[src/rtl/bolt_scheduler_pkg.sv]
// Shared types and defaults for the bolt scheduler: slot lifecycle states, screen coordinates
// and the off-screen test used by the per-slot retire logic.
package bolt_scheduler_pkg;

    localparam int unsigned COORD_W      = 11;
    localparam int unsigned DEF_Y_TOP    = 8;
    localparam int unsigned DEF_Y_BOTTOM = 470;

    typedef logic [COORD_W-1:0] coord_t;

    typedef enum logic [1:0] {
        IDLE,
        ARM,
        FLY,
        RETIRE
    } slot_state_t;

    // Upward bolts leave through the top edge, downward bolts through the bottom edge.
    function automatic logic past_limit(input coord_t y, input logic up,
                                        input coord_t top, input coord_t bottom);
        return up ? (y <= top) : (y >= bottom);
    endfunction

endpackage

[src/rtl/bolt_scheduler_rr_arbiter.sv]
// Round-robin arbiter over the invader column requests: combinational one-hot grant starting
// from the pointer, pointer advances past the winner whenever a grant is issued.
module bolt_scheduler_rr_arbiter #(
    parameter int unsigned  NUM_REQ = 8,
    localparam int unsigned IDX_W   = (NUM_REQ > 1) ? $clog2(NUM_REQ) : 1
) (
    input  logic               i_clk,
    input  logic               i_rst,
    input  logic [NUM_REQ-1:0] i_req,
    input  logic               i_grant_en,
    output logic [NUM_REQ-1:0] o_grant,
    output logic [IDX_W-1:0]   o_idx,
    output logic               o_valid
);

    logic [IDX_W-1:0] r_ptr;
    logic [IDX_W-1:0] w_cand;
    logic             w_found;

    always_comb begin
        w_found = 1'b0;
        w_cand  = '0;
        o_idx   = '0;
        for (int k = 0; k < int'(NUM_REQ); k++) begin
            w_cand = IDX_W'((int'(r_ptr) + k) % int'(NUM_REQ));
            if (!w_found && i_req[w_cand]) begin
                w_found = 1'b1;
                o_idx   = w_cand;
            end
        end
    end

    assign o_valid = i_grant_en & w_found;
    assign o_grant = o_valid ? (NUM_REQ'(1) << o_idx) : '0;

    always_ff @(posedge i_clk) begin
        if (i_rst) begin
            r_ptr <= '0;
        end else if (o_valid) begin
            r_ptr <= (o_idx == IDX_W'(NUM_REQ - 1)) ? '0 : o_idx + 1'b1;
        end
    end

endmodule

[src/rtl/bolt_scheduler.sv]
// Bolt mover pool owner: grants player/invader fire to free slots, latches launch points,
// drives each mover's shoot command and retires bolts on hit, off-screen or game stop.
module bolt_scheduler
    import bolt_scheduler_pkg::*;
#(
    parameter int unsigned P_SLOTS  = 1,
    parameter int unsigned I_SLOTS  = 3,
    parameter int unsigned NUM_COLS = 8,
    parameter int unsigned Y_TOP    = DEF_Y_TOP,
    parameter int unsigned Y_BOTTOM = DEF_Y_BOTTOM,
    parameter int unsigned FIRE_GAP = 20
) (
    input  logic                             i_clk,
    input  logic                             i_resetN,
    input  logic                             i_startOfFrame,
    input  logic                             i_gameActive,
    input  logic                             i_playerFire,
    input  coord_t                           i_playerX,
    input  coord_t                           i_playerY,
    input  logic   [NUM_COLS-1:0]            i_colReq,
    input  coord_t [NUM_COLS-1:0]            i_colX,
    input  coord_t [NUM_COLS-1:0]            i_colY,
    input  coord_t [P_SLOTS+I_SLOTS-1:0]     i_boltY,
    input  logic   [P_SLOTS+I_SLOTS-1:0]     i_boltHit,
    output logic   [P_SLOTS+I_SLOTS-1:0]     o_shootCmd,
    output coord_t [P_SLOTS+I_SLOTS-1:0]     o_launchX,
    output coord_t [P_SLOTS+I_SLOTS-1:0]     o_launchY,
    output logic   [NUM_COLS-1:0]            o_colGrant
);

    localparam int unsigned N     = P_SLOTS + I_SLOTS;
    localparam int unsigned COL_W = (NUM_COLS > 1) ? $clog2(NUM_COLS) : 1;
    localparam int unsigned GAP_W = 16;

    logic               r_fire_prev;
    logic [GAP_W-1:0]   r_gap;
    logic [NUM_COLS-1:0] r_colGrant;

    logic               w_player_go;
    logic               w_inv_free;
    logic               w_arb_en;
    logic               w_inv_go;
    logic [NUM_COLS-1:0] w_arb_grant;
    logic [COL_W-1:0]   w_arb_idx;
    logic [N-1:0]       w_idle;
    logic [N-1:0]       w_slot_grant;
    logic               w_p_taken;
    logic               w_i_taken;

    // Edge-detect so a held button launches only one bolt.
    assign w_player_go = i_gameActive & i_playerFire & ~r_fire_prev;
    assign w_inv_free  = |w_idle[N-1:P_SLOTS];
    assign w_arb_en    = i_gameActive & ~i_resetN & (r_gap == '0) & w_inv_free;

    bolt_scheduler_rr_arbiter #(
        .NUM_REQ (NUM_COLS)
    ) u_col_arb (
        .i_clk      (i_clk),
        .i_rst      (i_resetN),
        .i_req      (i_colReq),
        .i_grant_en (w_arb_en),
        .o_grant    (w_arb_grant),
        .o_idx      (w_arb_idx),
        .o_valid    (w_inv_go)
    );

    always_comb begin
        w_slot_grant = '0;
        w_p_taken    = 1'b0;
        w_i_taken    = 1'b0;
        for (int s = 0; s < int'(P_SLOTS); s++) begin
            if (w_player_go && w_idle[s] && !w_p_taken) begin
                w_slot_grant[s] = 1'b1;
                w_p_taken       = 1'b1;
            end
        end
        for (int s = int'(P_SLOTS); s < int'(N); s++) begin
            if (w_inv_go && w_idle[s] && !w_i_taken) begin
                w_slot_grant[s] = 1'b1;
                w_i_taken       = 1'b1;
            end
        end
    end

    always_ff @(posedge i_clk) begin
        if (i_resetN) begin
            r_fire_prev <= 1'b0;
            r_gap       <= '0;
            r_colGrant  <= '0;
        end else begin
            r_fire_prev <= i_playerFire;
            r_colGrant  <= w_arb_grant;
            if (w_inv_go) begin
                r_gap <= GAP_W'(FIRE_GAP);
            end else if (i_startOfFrame && (r_gap != '0)) begin
                r_gap <= r_gap - 1'b1;
            end
        end
    end

    assign o_colGrant = r_colGrant;

    for (genvar g = 0; g < int'(N); g++) begin : g_slot
        localparam bit UP = (g < int'(P_SLOTS));

        slot_state_t r_state;
        logic        r_shoot;
        logic        r_moved;
        coord_t      r_lx;
        coord_t      r_ly;
        coord_t      w_lx_in;
        coord_t      w_ly_in;
        logic        w_past;
        logic        w_retire;

        assign w_lx_in  = UP ? i_playerX : i_colX[w_arb_idx];
        assign w_ly_in  = UP ? i_playerY : i_colY[w_arb_idx];
        assign w_past   = past_limit(i_boltY[g], UP, COORD_W'(Y_TOP), COORD_W'(Y_BOTTOM));
        // The mover reports a meaningless y until it has moved once, so gate on r_moved.
        assign w_retire = ~i_gameActive | i_boltHit[g] | (r_moved & w_past);

        always_ff @(posedge i_clk) begin
            if (i_resetN) begin
                r_state <= IDLE;
                r_shoot <= 1'b0;
                r_moved <= 1'b0;
                r_lx    <= '0;
                r_ly    <= '0;
            end else begin
                case (r_state)
                    IDLE: begin
                        if (w_slot_grant[g]) begin
                            r_state <= ARM;
                            r_lx    <= w_lx_in;
                            r_ly    <= w_ly_in;
                            r_moved <= 1'b0;
                        end
                    end
                    ARM: begin
                        if (!i_gameActive) begin
                            r_state <= RETIRE;
                        end else begin
                            r_state <= FLY;
                            r_shoot <= 1'b1;
                        end
                    end
                    FLY: begin
                        if (w_retire) begin
                            r_state <= RETIRE;
                            r_shoot <= 1'b0;
                        end else if (i_startOfFrame) begin
                            r_moved <= 1'b1;
                        end
                    end
                    RETIRE: r_state <= IDLE;
                    default: begin
                        r_state <= IDLE;
                        r_shoot <= 1'b0;
                    end
                endcase
            end
        end

        assign w_idle[g]     = (r_state == IDLE);
        assign o_shootCmd[g] = r_shoot;
        assign o_launchX[g]  = r_lx;
        assign o_launchY[g]  = r_ly;
    end

endmodule

[config.mk]
export PLATFORM = sky130hd
export DESIGN_NAME = bolt_scheduler
export DESIGN_NICKNAME = d
export VERILOG_FILES = /design/src/rtl/bolt_scheduler_pkg.sv /design/src/rtl/bolt_scheduler_rr_arbiter.sv /design/src/rtl/bolt_scheduler.sv
export SDC_FILE = /design/constraint.sdc
export NUM_CORES = 1
export LEC_CHECK = 0
export CAP_MARGIN = 20
export CORE_MARGIN = 2
export CORE_UTILIZATION = 33
export DETAILED_ROUTE_END_ITERATION = 7
export PLACE_DENSITY = 0.66
export SETUP_SLACK_MARGIN = 0.02
export SYNTH_ARGS = -nofsm -noshare
export SYNTH_HDL_FRONTEND = slang
export SYNTH_HIERARCHICAL = 1
export SYNTH_SLANG_ARGS = --single-unit
[constraint.sdc]
create_clock -name i_clk -period 5.66 [get_ports i_clk]
set_input_delay 1.698 -clock i_clk [delete_from_list [all_inputs] [get_ports i_clk]]
set_output_delay 1.698 -clock i_clk [all_outputs]
set_load 0.005 [all_outputs]
==> flow_metrics.py <==
metrics = {
    "critical_path": {
        "cp-startpoint": "i_colReq[3]",
        "cp_top_family": "multiplexers",
        "crit_chain": "clkdlybuf4s50_1 > mux4_1 > a21boi_0 > a22oi_1 > or2_0 > o21ai_0 > mux2_4 > buf_12 > mux4_2 > mux2_2 > nor2_1 > nor2_1",
        "crit_top_cell": "nor2_1",
        "crit-reg2reg-capture": "g_slot[3].r_ly[7]$_SDFFE_PP0P_",
        "cp_slowest_cell": "mux4_1",
        "start_kind": "primary input",
        "r2r-start": "u_col_arb/r_ptr[0]$_SDFFE_PP0P_",
        "reg2reg_slack_ps": 1030,
        "crit_buf_inv": 2,
        "reg2regPathDepth": 14,
        "critPathCapture": "g_slot[3].r_ly[7]$_SDFFE_PP0P_",
        "worst_path_largest_cell_delay_ps": 680,
        "arrival_ps": 5540,
        "cp_data_required_time_ps": 5980,
        "crit_fanout": 46,
        "crit_type": "primary input to flop",
        "crit_cells": 12,
        "crit_path_end_kind": "flop",
    },
    "pwr": {
        "ir_drop_uv": 208,
        "power_density_nw_per_um2": 429,
        "cellLeakagePower_uw": 0.00447,
    },
    "routing": {
        "ant_nets": 0,
        "wl_per_cell_um": 17.2,
        "drt_iter0_drc": 406,
        "wirelength_mm": 26.1,
        "drc": 0,
        "vias": 7614,
        "first_pass_iters": 4,
        "via_per_inst": 5.02,
    },
    "grt": {
        "grt_pass1_vias": 7641,
        "grt_max_degree": 74,
        "grt_first_pass_wirelength_mm": 39.8,
        "grt_overflow": 0,
        "antenna_found_initial": 2,
        "grt_use_total": 0.210,
    },
    "logic_synthesis": {
        "synth_seq_cells": 132,
        "netlist_top_cells_area": "dfxtp_1 34%, mux4_2 13%, nor2_1 8.3%",
        "ys.flop_type": "dfxtp_1",
        "yosysUniqueCellTypes": 76,
        "yosysSeqAreaShare": 0.343,
        "yosys.area.top_type": "dfxtp_1",
        "synth_top_area_share": 0.343,
        "ys_warn_count": 6,
        "post_synth_inst_count": 855,
        "async_flop_share": 0,
        "syn_nets": 1137,
        "synth_edf_count": 0,
        "syn_area_per_cell_sq_um": 9.01,
        "synthesis.area_sq_um": 7710,
    },
    "clock_network": {
        "cts-resized-gates": 0,
        "insertion_delay_ps": 430,
        "clk_pin_slew_worst_paths_ps": 60,
        "htreeDepth": 4,
        "cts_hold_buf": 0,
        "clkSinkCount": 132,
        "numCtsBuffers": 17,
        "cts_tree": "built",
        "post_cts_buffers": 0,
        "clockBufferDepth": 2,
        "cts_root_buf": "clkbuf_16",
    },
    "placement": {
        "io_buffers": 355,
        "dp_slack_ps": 27.6,
        "post-dp-hpwl_mm": 20.4,
        "place_congestion": 0.806,
        "dpl-instance-area_sq_um": 11500,
        "placed_cells": 1482,
    },
    "cells_and_area": {
        "drive_above_1_share": 0.119,
        "layout.cells.non_filler": 1516,
        "layout_common_cells": "354 x clkdlybuf4s50_1, 170 x nor2_1, 132 x dfxtp_1",
        "fin_nets": 1470,
        "syn_to_final_growth_pct": 57.2,
        "final_common_cell": "clkdlybuf4s50_1",
        "fin_area_sq_um": 12100,
        "fill_cells": 2126,
        "seq_area_sq_um": 2640,
        "multi_input_area_sq_um": 4700,
    },
    "timing": {
        "slew_viol_final": 0,
        "period_share": 0.922,
        "clock.fmax_ghz": 0.192,
        "setup_slack_ps": 440,
        "finClkSkew_ps": 19.4,
        "tns_ps": 0,
        "fin_hold_ws_ps": 452,
        "rsz0062_at_grt": "false",
        "setup_viol": 0,
        "hold_viol_final": 0,
        "tightestPinTransition_ps": 851,
        "min_period_ps": 5220,
        "slew_headroom": 0.433,
    },
    "worst_hold_path": {
        "hp-class": "flop to flop",
    },
    "floorplan": {
        "dieWidth_um": 157,
        "die_h_um": 157,
        "die-area_sq_um": 24600,
        "rows": 55,
        "coreArea_sq_um": 22800,
        "start_util": 0.338,
        "ios": 359,
    },
    "status": {
        "status": "complete, no violations",
    },
    "run": {
        "cap_violations": 0,
    },
}
==> worst min-delay path by stage <==
stage	start	to	cells after the start
2_1_floorplan	g_slot[3].r_moved$_SDFFE_PP0P_	g_slot[3].r_moved$_SDFFE_PP0P_	2
3_3_place_gp	g_slot[0].r_lx[5]$_SDFFE_PP0P_	g_slot[0].r_lx[5]$_SDFFE_PP0P_	2
3_5_place_dp	g_slot[0].r_lx[5]$_SDFFE_PP0P_	g_slot[0].r_lx[5]$_SDFFE_PP0P_	2
4_1_cts	g_slot[0].r_lx[5]$_SDFFE_PP0P_	g_slot[0].r_lx[5]$_SDFFE_PP0P_	2
5_1_grt	g_slot[0].r_ly[9]$_SDFFE_PP0P_	g_slot[0].r_ly[9]$_SDFFE_PP0P_	2
6_report	g_slot[0].r_lx[5]$_SDFFE_PP0P_	g_slot[0].r_lx[5]$_SDFFE_PP0P_	2
==> area by class of cell <==
type | count | area share
Sequential cell | 132 | 0.218
Inverter | 24 | 0.00743
Multi-Input combinational cell | 643 | 0.388
Clock inverter | 14 | 0.0134
Timing Repair Buffer | 370 | 0.304
Tap cell | 313 | 0.0323
Clock buffer | 18 | 0.0362
Antenna cell | 2 | 0.000413
==> power breakdown <==
part,switching (uW),internal [uW],total [uW]
clock network,451,673,1120
registers,112,1080,1190
logic,1410,1480,2890
total,1970,3230,5200
==> synth_stat cells, types with 4 or more instances <==
| library cell | count |
|---|---|
| mux4_2 | 45 |
| dfxtp_1 | 132 |
| nor4_1 | 6 |
| ha_1 | 23 |
| xnor2_1 | 7 |
| mux4_1 | 9 |
| mux2i_1 | 9 |
| inv_1 | 24 |
| xor2_1 | 7 |
| nand2b_1 | 4 |
| nor3_1 | 13 |
| o21ai_0 | 79 |
| a21oi_1 | 55 |
| nand4_1 | 8 |
| buf_4 | 8 |
| o211ai_1 | 5 |
| or2_2 | 6 |
| nor2b_1 | 17 |
| buf_2 | 4 |
| o221ai_1 | 4 |
| nor2_1 | 170 |
| nand3_1 | 8 |
| clkbuf_1 | 31 |
| nand4b_1 | 4 |
| mux2_2 | 27 |
| nand2_1 | 71 |
| buf_1 | 7 |
==> kinds of logic after synthesis <==
| group | after synthesis | share of synthesized area |
|---|---|---|
| AND/OR/NAND/NOR | 331 | 0.196 |
| AO/OA/AOI/OAI | 183 | 0.142 |
| flip-flops | 132 | 0.343 |
| multiplexers | 92 | 0.217 |
| buffers and inverters | 80 | 0.0494 |
| adder cells (fa/ha/maj) | 23 | 0.0373 |
| XOR/XNOR | 14 | 0.0159 |
==> routing by layer <==
layer / up-vias / wire [um] / track usage
li1: 3722 / - / -
met1: 3582 / 9580 / 0.221
met2: 267 / 14100 / 0.399
met3: 43 / 1580 / 0.0476
met4: 0 / 848 / 0.0865
met5: - / 0 / 0
==> sequential cells by signal, summed over array words and instances (netlist names), 3 cells and up <==
register,count
g_slot.r_lx,44
g_slot.r_ly,44
r_gap,16
g_slot.r_state,8
o_colGrant,8
g_slot.r_moved,4
g_slot.r_shoot,4
u_col_arb/r_ptr,3
==> worst min-delay path, delay by kind of cell, from the launching register on <==
| kind | cells | cell delay [ps] |
|---|---|---|
| AND/OR/NAND/NOR | 1 | 50 |
| AO/OA/AOI/OAI | 1 | 50 |
| flip-flops | 1 | 300 |
==> per-stage QoR <==
step | total power [uW] | util
after floorplan | 3260 | -
after global placement | 4110 | 0.505
after detailed placement | 4130 | 0.505
after CTS | 5270 | 0.532
after global routing | 5560 | 0.532
final | 5200 | 0.532
(Power assumes the default switching activity.)
